[src/rtl/wm8731_audio_slave_transceiver.sv]
// wm8731_audio_slave_transceiver
//   I2S slave-mode transceiver for the WM8731 running as bus master. The codec
//   drives BCLK and both LRCKs; this block serialises DAC samples onto
//   AUD_DACDAT and deserialises AUD_ADCDAT into per-channel ADC samples.
//
//   Optional feature macro: AUD_SLAVE_LOOPBACK_EN
//     defined   : the ADC shifter is fed from the internal AUD_DACDAT register;
//                 AUD_ADCDAT is ignored, AUD_ADCLRCK still frames the capture.
//     undefined : the ADC shifter is fed from the synchronised AUD_ADCDAT pin.
//
// Ports
//   CLK, RESET          system clock (>= 8x BCLK), synchronous active-high reset
//   ENABLE              1 = run, 0 = halt both paths and resynchronise
//   DAC_[LR]CHAN_DATA   samples latched on the matching channel load
//   DAC_[LR]CHAN_TRIG   1-CLK pulse: sample latched, next one may be presented
//   ADC_[LR]CHAN_READY  1-CLK pulse: ADC_[LR]CHAN_DATA was just updated
//   ADC_[LR]CHAN_DATA   last complete ADC sample per channel, held in between
//   FRAME_ERROR         sticky: LRCK changed before SAMPLE_BITS bits were moved
//   AUD_*               codec pins (BCLK, DACLRCK, DACDAT, ADCLRCK, ADCDAT)
//   DAC_STATE/ADC_STATE current path FSM state (IDLE=0, DELAY=1, SHIFT=2, PAD=3)
//
// Handshake: there is no back-pressure. TRIG/READY are single-cycle strobes;
// the consumer must accept ADC data and present the next DAC sample before the
// next channel slot begins (one LRCK half-period).
module wm8731_audio_slave_transceiver #(
    parameter int SAMPLE_BITS = 16,
    parameter int SYNC_STAGES = 2
) (
    input  logic                   CLK,
    input  logic                   RESET,
    input  logic                   ENABLE,
    input  logic [SAMPLE_BITS-1:0] DAC_LCHAN_DATA,
    input  logic [SAMPLE_BITS-1:0] DAC_RCHAN_DATA,
    output logic                   DAC_LCHAN_TRIG,
    output logic                   DAC_RCHAN_TRIG,
    output logic                   ADC_LCHAN_READY,
    output logic [SAMPLE_BITS-1:0] ADC_LCHAN_DATA,
    output logic                   ADC_RCHAN_READY,
    output logic [SAMPLE_BITS-1:0] ADC_RCHAN_DATA,
    output logic                   FRAME_ERROR,
    input  logic                   AUD_BCLK,
    input  logic                   AUD_DACLRCK,
    output logic                   AUD_DACDAT,
    input  logic                   AUD_ADCLRCK,
    input  logic                   AUD_ADCDAT,
    output logic [1:0]             DAC_STATE,
    output logic [1:0]             ADC_STATE
);
    localparam int CW = $clog2(SAMPLE_BITS + 1);
    localparam logic [CW-1:0] LAST_CNT = CW'(SAMPLE_BITS);
    localparam logic [CW-1:0] LAST_BIT = CW'(SAMPLE_BITS - 1);

    typedef enum logic [1:0] {IDLE = 2'd0, DELAY = 2'd1, SHIFT = 2'd2, PAD = 2'd3} path_state_e;

    // ---------------- input synchronisers and BCLK edge strobes ----------------
    logic [SYNC_STAGES-1:0] bclk_sr, dlrck_sr, alrck_sr;
    logic bclk_prev, bclk_s, dlrck_s, alrck_s, bclk_rise, bclk_fall;

    always_ff @(posedge CLK) begin
        if (RESET) begin
            bclk_sr   <= '0;
            dlrck_sr  <= '0;
            alrck_sr  <= '0;
            bclk_prev <= 1'b0;
        end else begin
            bclk_sr   <= {bclk_sr[SYNC_STAGES-2:0], AUD_BCLK};
            dlrck_sr  <= {dlrck_sr[SYNC_STAGES-2:0], AUD_DACLRCK};
            alrck_sr  <= {alrck_sr[SYNC_STAGES-2:0], AUD_ADCLRCK};
            bclk_prev <= bclk_s;
        end
    end

    assign bclk_s    = bclk_sr[SYNC_STAGES-1];
    assign dlrck_s   = dlrck_sr[SYNC_STAGES-1];
    assign alrck_s   = alrck_sr[SYNC_STAGES-1];
    assign bclk_rise = bclk_s & ~bclk_prev;
    assign bclk_fall = ~bclk_s & bclk_prev;

    // ---------------- DAC path (advances on BCLK falling edges) ----------------
    path_state_e dac_state, dac_next;
    logic [SAMPLE_BITS-1:0] dac_shreg;
    logic [CW-1:0] dac_cnt;
    logic dac_lrck_prev, dac_primed, dac_dat, dac_change;
    logic dac_load, dac_shift, dac_err;

    // primed is cleared on reset/disable so the first LRCK sample only seeds prev
    assign dac_change = dac_primed && (dlrck_s != dac_lrck_prev);

    always_ff @(posedge CLK) begin
        if (RESET) dac_state <= IDLE;
        else       dac_state <= dac_next;
    end

    always_comb begin
        dac_next  = dac_state;
        dac_load  = 1'b0;
        dac_shift = 1'b0;
        dac_err   = 1'b0;
        if (!ENABLE) begin
            dac_next = IDLE;
        end else if (bclk_fall) begin
            if (dac_change) begin
                if (dac_state == IDLE) begin
                    // first edge after reset/enable only establishes frame phase
                    dac_next = PAD;
                end else begin
                    dac_next = DELAY;
                    dac_load = 1'b1;
                    dac_err  = (dac_state == DELAY) ||
                               ((dac_state == SHIFT) && (dac_cnt != LAST_CNT));
                end
            end else if (dac_state == DELAY) begin
                dac_shift = 1'b1;
                dac_next  = SHIFT;
            end else if (dac_state == SHIFT) begin
                if (dac_cnt == LAST_CNT) dac_next = PAD;
                else                     dac_shift = 1'b1;
            end
        end
    end

    always_ff @(posedge CLK) begin
        if (RESET) begin
            dac_shreg      <= '0;
            dac_cnt        <= '0;
            dac_lrck_prev  <= 1'b0;
            dac_primed     <= 1'b0;
            dac_dat        <= 1'b0;
            DAC_LCHAN_TRIG <= 1'b0;
            DAC_RCHAN_TRIG <= 1'b0;
        end else begin
            DAC_LCHAN_TRIG <= 1'b0;
            DAC_RCHAN_TRIG <= 1'b0;
            if (!ENABLE) begin
                dac_dat    <= 1'b0;
                dac_primed <= 1'b0;
            end else if (bclk_fall) begin
                dac_lrck_prev <= dlrck_s;
                dac_primed    <= 1'b1;
                if (dac_load) begin
                    // the load edge carries the I2S one-bit delay slot (driven 0)
                    dac_shreg      <= dlrck_s ? DAC_RCHAN_DATA : DAC_LCHAN_DATA;
                    dac_cnt        <= '0;
                    dac_dat        <= 1'b0;
                    DAC_LCHAN_TRIG <= ~dlrck_s;
                    DAC_RCHAN_TRIG <= dlrck_s;
                end else if (dac_shift) begin
                    dac_dat   <= dac_shreg[SAMPLE_BITS-1];
                    dac_shreg <= dac_shreg << 1;
                    dac_cnt   <= dac_cnt + 1'b1;
                end else begin
                    dac_dat <= 1'b0;
                end
            end
        end
    end

    assign AUD_DACDAT = dac_dat;
    assign DAC_STATE  = dac_state;

    // ---------------- ADC path (advances on BCLK rising edges) ----------------
    logic adc_bit;
`ifdef AUD_SLAVE_LOOPBACK_EN
    assign adc_bit = dac_dat;
`else
    logic [SYNC_STAGES-1:0] adat_sr;
    always_ff @(posedge CLK) begin
        if (RESET) adat_sr <= '0;
        else       adat_sr <= {adat_sr[SYNC_STAGES-2:0], AUD_ADCDAT};
    end
    assign adc_bit = adat_sr[SYNC_STAGES-1];
`endif

    path_state_e adc_state, adc_next;
    logic [SAMPLE_BITS-1:0] adc_shreg, adc_word;
    logic [CW-1:0] adc_cnt;
    logic adc_lrck_prev, adc_primed, adc_chan, adc_change;
    logic adc_load, adc_cap, adc_err;

    assign adc_change = adc_primed && (alrck_s != adc_lrck_prev);
    assign adc_word   = {adc_shreg[SAMPLE_BITS-2:0], adc_bit};

    always_ff @(posedge CLK) begin
        if (RESET) adc_state <= IDLE;
        else       adc_state <= adc_next;
    end

    // The rising edge that reveals the LRCK change is the I2S delay bit, so it
    // is not captured; the MSB arrives on the following rise (first DELAY rise).
    always_comb begin
        adc_next = adc_state;
        adc_load = 1'b0;
        adc_cap  = 1'b0;
        adc_err  = 1'b0;
        if (!ENABLE) begin
            adc_next = IDLE;
        end else if (bclk_rise) begin
            if (adc_change) begin
                if (adc_state == IDLE) begin
                    adc_next = PAD;
                end else begin
                    adc_next = DELAY;
                    adc_load = 1'b1;
                    adc_err  = (adc_state == DELAY) || (adc_state == SHIFT);
                end
            end else if ((adc_state == DELAY) || (adc_state == SHIFT)) begin
                adc_cap  = 1'b1;
                adc_next = (adc_cnt == LAST_BIT) ? PAD : SHIFT;
            end
        end
    end

    always_ff @(posedge CLK) begin
        if (RESET) begin
            adc_shreg       <= '0;
            adc_cnt         <= '0;
            adc_lrck_prev   <= 1'b0;
            adc_primed      <= 1'b0;
            adc_chan        <= 1'b0;
            ADC_LCHAN_DATA  <= '0;
            ADC_RCHAN_DATA  <= '0;
            ADC_LCHAN_READY <= 1'b0;
            ADC_RCHAN_READY <= 1'b0;
        end else begin
            ADC_LCHAN_READY <= 1'b0;
            ADC_RCHAN_READY <= 1'b0;
            if (!ENABLE) begin
                adc_primed <= 1'b0;
            end else if (bclk_rise) begin
                adc_lrck_prev <= alrck_s;
                adc_primed    <= 1'b1;
                if (adc_load) begin
                    adc_chan <= alrck_s;
                    adc_cnt  <= '0;
                end else if (adc_cap) begin
                    adc_shreg <= adc_word;
                    adc_cnt   <= adc_cnt + 1'b1;
                    if (adc_cnt == LAST_BIT) begin
                        if (adc_chan) begin
                            ADC_RCHAN_DATA  <= adc_word;
                            ADC_RCHAN_READY <= 1'b1;
                        end else begin
                            ADC_LCHAN_DATA  <= adc_word;
                            ADC_LCHAN_READY <= 1'b1;
                        end
                    end
                end
            end
        end
    end

    assign ADC_STATE = adc_state;

    // ---------------- sticky frame error ----------------
    always_ff @(posedge CLK) begin
        if (RESET)                   FRAME_ERROR <= 1'b0;
        else if (dac_err || adc_err) FRAME_ERROR <= 1'b1;
    end

endmodule

[config.mk]
export PLATFORM = sky130hd
export DESIGN_NAME = wm8731_audio_slave_transceiver
export DESIGN_NICKNAME = d
export VERILOG_FILES = /design/src/rtl/wm8731_audio_slave_transceiver.sv
export SDC_FILE = /design/constraint.sdc
export NUM_CORES = 1
export LEC_CHECK = 0
export BUFFER_PORTS_ARGS = -buffer_cell sky130_fd_sc_hd__buf_2
export CAP_MARGIN = 20
export CORE_ASPECT_RATIO = 1.25
export CORE_MARGIN = 2
export CORE_UTILIZATION = 59
export CTS_BUF_LIST = sky130_fd_sc_hd__clkbuf_16
export CTS_CLUSTER_SIZE = 40
export DETAILED_ROUTE_END_ITERATION = 7
export HOLD_SLACK_MARGIN = 0.1
export PLACE_DENSITY = 0.89
export SLEW_MARGIN = 20
export SYNTH_ARGS = -nofsm -noshare
export SYNTH_HDL_FRONTEND = slang
export SYNTH_SLANG_ARGS = --single-unit
[constraint.sdc]
create_clock -name CLK -period 4.6 [get_ports CLK]
set_input_delay 0.92 -clock CLK [delete_from_list [all_inputs] [get_ports CLK]]
set_output_delay 0.92 -clock CLK [all_outputs]
set_load 0.02 [all_outputs]
Yosys cells after proc, flatten, opt, wreduce, memory -nomap -nowiden

Index checks and enable logic that the tools add are counted.

Register bits: 97
Output and inout bits: 42
Word-level logic and storage cells: 120

Multiplexer cells: 46
Add/sub/neg operators: 2
Reductions and logical operators: 26
Equality and inequality tests: 9
Bitwise logic cells: 13

Operator list:

| kind                | count |
|---|---|
| $mux 16             | 3 |
| $mux 1              | 31 |
| $mux 5              | 4 |
| $mux 2              | 8 |
| $reduce_and 3->1    | 4 |
| $reduce_and 6->1    | 2 |
| $not 1->1           | 11 |
| $add 5x1->5 const B | 2 |
| $reduce_and 2->1    | 3 |
| $reduce_bool 2->1   | 3 |
| $reduce_bool 3->1   | 2 |
| $reduce_or 6->1     | 1 |
| $eq 5x4->1 const B  | 1 |
| $eq 5x5->1 const B  | 1 |
| $ne 5x5->1 const B  | 1 |
| $eq 2x1->1 const B  | 2 |
| $eq 2x2->1 const B  | 2 |
| $logic_not 2->1     | 2 |
| $reduce_and 4->1    | 1 |
| $reduce_or 4->1     | 1 |
| $logic_and 1x1->1   | 3 |
| $logic_or 1x1->1    | 3 |
| $and 1x1->1         | 2 |
| $ne 1x1->1          | 2 |
| $reduce_or 2->1     | 1 |

Depth between registers and ports, before layout

Depth in word-level cells: 9
Gate-level depth with buffers: 8
Depth with buffers taken out: 7

Worst setup path after synthesis

Ideal clock, no wire load.

Path kind: input-to-reg
From: in ENABLE
To: reg ADC_LCHAN_DATA[10]
Stages: 5
Path buffers: 1
Data arrival time: 2162 ps
Setup time: 128 ps
Setup slack: 2311 ps
Cells stage by stage: nand4b_4 -> a2111oi_4 -> buf_8 -> mux2i_1 -> nor2_1

Word-level cells in the longest chain between the ends: 3
Elaborated cells between the ends (all ways): 4

Ends and longest elaborated chain:

| what                                | RTL line | RTL |
|---|---|---|
| start, declared                     | 31       | `input logic ENABLE,` |
| $mux 1                              | 195      | `if (!ENABLE) begin` |
| $not 1->1 (no source line)          | -        |  |
| $reduce_and 6->1 (no source line) * | -        |  |
| end signal, assigned                | 243      | `ADC_LCHAN_DATA <= adc_word;` |
| end, declared                       | 37       | `output logic [SAMPLE_BITS-1:0] ADC_LCHAN_DATA,` |

Every way passes the cells marked *; elsewhere a longest branch is shown, timed or not.
A chain may end at the register's enable or synchronous reset.

Final worst setup path

From: reg dlrck_sr[1]
To: reg dac_shreg[15]

Word-level cells in the longest chain between the ends: 7
Elaborated cells between the ends (all ways): 12

Ends and longest elaborated chain:

| what                               | RTL line | RTL |
|---|---|---|
| start, declared                    | 56       | `logic [SYNC_STAGES-1:0] bclk_sr, dlrck_sr, alrck_sr;` |
| start signal, assigned             | 67       | `dlrck_sr <= {dlrck_sr[SYNC_STAGES-2:0], AUD_DACLRCK};` |
| $ne 1x1->1                         | 87       | `assign dac_change = dac_primed && (dlrck_s != dac_lrck_prev);` |
| $logic_and 1x1->1                  | 87       |  |
| $mux 1                             | 102      | `if (dac_change) begin` |
| $mux 1                             | 101      | `end else if (bclk_fall) begin` |
| $mux 1                             | 99       | `if (!ENABLE) begin` |
| $reduce_bool 2->1 (no source line) | -        |  |
| $reduce_and 3->1 (no source line)  | -        |  |
| end signal, assigned               | 142      | `dac_shreg <= dlrck_s ? DAC_RCHAN_DATA : DAC_LCHAN_DATA;` |
| end signal, assigned               | 149      | `dac_shreg <= dac_shreg << 1;` |
| end, declared                      | 81       | `logic [SAMPLE_BITS-1:0] dac_shreg;` |

Several ways; a longest one is shown, not always the timed one.

==> flow_summary.toml <==
[status]
status = "completed"

[critical_path]
reg2reg_slack_ns = 1.76
crit_type = "reg -> reg"
cp_max_fo = 22
critPathCaptureType = "register"
critical-path-top-delay-family = "flip-flops"
reg2reg_from = "dlrck_sr[1]"
timing.rr.end = "dac_shreg[15]"
max_stage_delay_ns = 0.90
path_cells = "xor2_1, nand4_1, a211oi_1, nor4_1"
cp_num_buf_inv = 0
cp.arrival_ns = 3.03
cp-start-kind = "register"
cpMaxStageDelayCell = "dfxtp_1"
rr_worst_depth = 4
crit_required_ns = 4.79

[finish]
seq_area_mm2 = 0.00194
final_nets = 517
antennaDiodeCount = 0
drive_gt1_share_pct = 25.5
multi_input_area_mm2 = 0.00195
mostFrequentLayoutCell = "dfxtp_1"
fill_cells = 492
mostFrequentLayoutCells = "dfxtp_1, buf_2, nor2_1"
area_growth_pct = 18.2

[sta]
fin_skew_ns = 0.0112
fin_crit_sh_pct = 61.7
min_period_ns = 2.84
setup_tns_ns = 0
rsz0062_at_grt = "false"
final_hold_viol_count = 0
max_freq_ghz = 0.352
slew_headroom_pct = 26.1
worstMarginPinSlew_ns = 1.10
slew_viol_final = 0
hold_ws_ns = 0.439
setup_viol = 0

[grt]
grt_pass1_vias = 3155
met1_usage_pct = 26.3
globalRouteOverflowTotal = 0
busiest_layer = "met2"
antenna_found_initial = 0
grt_pass1_wl_mm = 14.3
met2_usage_pct = 41.0
grt_max_degree = 54
grtUsageMet3_pct = 6.16
grt_usage_pct = 23.4

[power]
leakage_nw = 1.81
power.density_mw_per_mm2 = 345
vdd_drop_max_mv = 0.329

[drt]
route.vias.total = 3238
drt_iter0_drc = 152
routed_wl_mm = 8.67
dr.pass1.iters = 4
wl_per_cell_um = 15.3
viasPerCell = 5.73
antenna_left = 0
drc = 0

[yosys]
synthTopCellsByArea = "dfxtp_1, mux2i_1, nor2_1, mux2_2, a21oi_1"
syn_area_mm2 = 0.00405
synth_cells = 405
synth-edff-count = 0
seq_area_frac_synth_pct = 48.0
synth_cell_types = 49
yosys_warnings = 0
synth-async-reset-ratio_pct = 0
synth_top_cell_by_area = "dfxtp_1"
ys_seq_elements = 97
avgSynthCellArea_um2 = 10.0
synth.net_count = 449
yosys.area.top_type_share_pct = 48.0
synthFlopType = "dfxtp_1"

[place]
dp_hpwl_mm = 5.75
routabilityCongestion = 0.766
numPortBuffers = 80

[floorplanning]
die_w_um = 78.1
fp-row-count = 33
initial_core_util_pct = 61.3
io_pins = 81
fp.dieH_um = 96.6
core_mm2 = 0.00661
die_area_mm2 = 0.00755

[worst_hold_path]
hold_class = "reg -> reg"
worstHoldEndpoint = "bclk_sr[1]"
whs_path_depth = 1
hold_start = "bclk_sr[0]"

[clocking]
cts.sinks = 97
cts_tree = "done"
htree_levels = 3
cts_root_buf = "clkbuf_16"
cts_buffer_depth = 2
ctsResizeCount = 0
hold_buffers = 0
clk_pin_slew_worst_paths_ns = 0.07
cts_buffers = 9
postCtsSetupBuffers = 0
clk_latency_ns = 0.35

[flow_run]
max_cap_violations = 0
## sequential cells by signal, summed over array words and instances (netlist names), 2 cells and up
signal	count
bclk_sr	2
ADC_STATE	2
adc_shreg	15
DAC_STATE	2
dac_cnt	5
adat_sr	2
alrck_sr	2
adc_cnt	5
dac_shreg	16
ADC_RCHAN_DATA	16
ADC_LCHAN_DATA	16
dlrck_sr	2
## worst reg2reg max path, cell delays in order (launching register included)
cell and delay, ns:
dfxtp_1 0.90, xor2_1 0.48, nand4_1 0.73, a211oi_1 0.48, nor4_1 0.09
## cells in the mapped netlist, types with 3 or more instances
library cell  count
xnor2_1           3
o21ai_0           6
nor3_1            5
mux2i_1          51
a21oi_1          27
clkbuf_1         20
buf_2             5
o31ai_1           4
nand3_1           4
a32oi_1          15
inv_1            10
o211ai_1         15
nand4_1           3
nand2b_1          5
nor2b_1          11
ha_1              5
nor2_1           59
nand2_1           4
a211oi_1          4
dfxtp_1          97
mux2_2           15
or4_1             3
## power by group
group / switching (mW) / internal [mW] / leakage, nW
clock network: 0.360 / 0.389 / 0.148
logic: 0.0273 / 0.0260 / 0.879
registers: 0.00556 / 0.843 / 0.783
## routing by layer
| layer | vias up | wire (um) |
|---|---|---|
| li1 | 1593 | - |
| met4 | 0 | 257 |
| met2 | 100 | 4450 |
| met5 | - | 0 |
| met1 | 1524 | 3510 |
| met3 | 21 | 452 |
## per-stage QoR
| stage | utilization [%] | instance area, um^2 | total power, mW | setup slack (ns) | instances |
|---|---|---|---|---|---|
| 2_1_floorplan | - | 4050 | 0.899 | 2.31 | 405 |
| 3_3_place_gp | 67.8 | 4480 | 0.919 | 1.96 | 549 |
| 3_5_place_dp | 67.8 | 4480 | 0.921 | 1.79 | 549 |
| 4_1_cts | 72.4 | 4780 | 1.67 | 1.78 | 565 |
| 5_1_grt | 72.4 | 4780 | 1.70 | 1.51 | 565 |
| 6_report | 72.4 | 4780 | 1.65 | 1.76 | 565 |
## worst max path at each step
stage                      from                 end  slack (ns)  cells past startpoint
finish              dlrck_sr[1]       dac_shreg[15]        1.76                      4
global route        dlrck_sr[1]       dac_shreg[15]        1.51                      4
CTS                 dlrck_sr[1]       dac_shreg[15]        1.78                      4
detailed placement  dlrck_sr[1]       dac_shreg[15]        1.79                      4
global placement    dlrck_sr[1]       dac_shreg[15]        1.96                      4
floorplan                ENABLE  ADC_LCHAN_DATA[10]        2.31                      5
## logic make-up (layout without fill, tap and decap cells)
family | count (synthesis) | after routing | synth area share [%]
fa+ha+maj | 5 | 5 | 1.55
simple gates | 111 | 111 | 14.0
buf+inv | 38 | 111 | 4.14
flops | 97 | 97 | 48.0
compound gates | 82 | 82 | 14.2
mux | 67 | 67 | 17.1
xor+xnor | 5 | 5 | 1.08
## area by class of cell
type	instances	area share, %
flip-flops and latches	97	40.6
well taps	87	2.28
multi-input cells	270	40.8
repair buffers	85	9.15
inverters	10	0.785
clock inverters	7	1.73
clock buffers	9	4.71
Note: power is estimated with default switching activity, not from simulation.
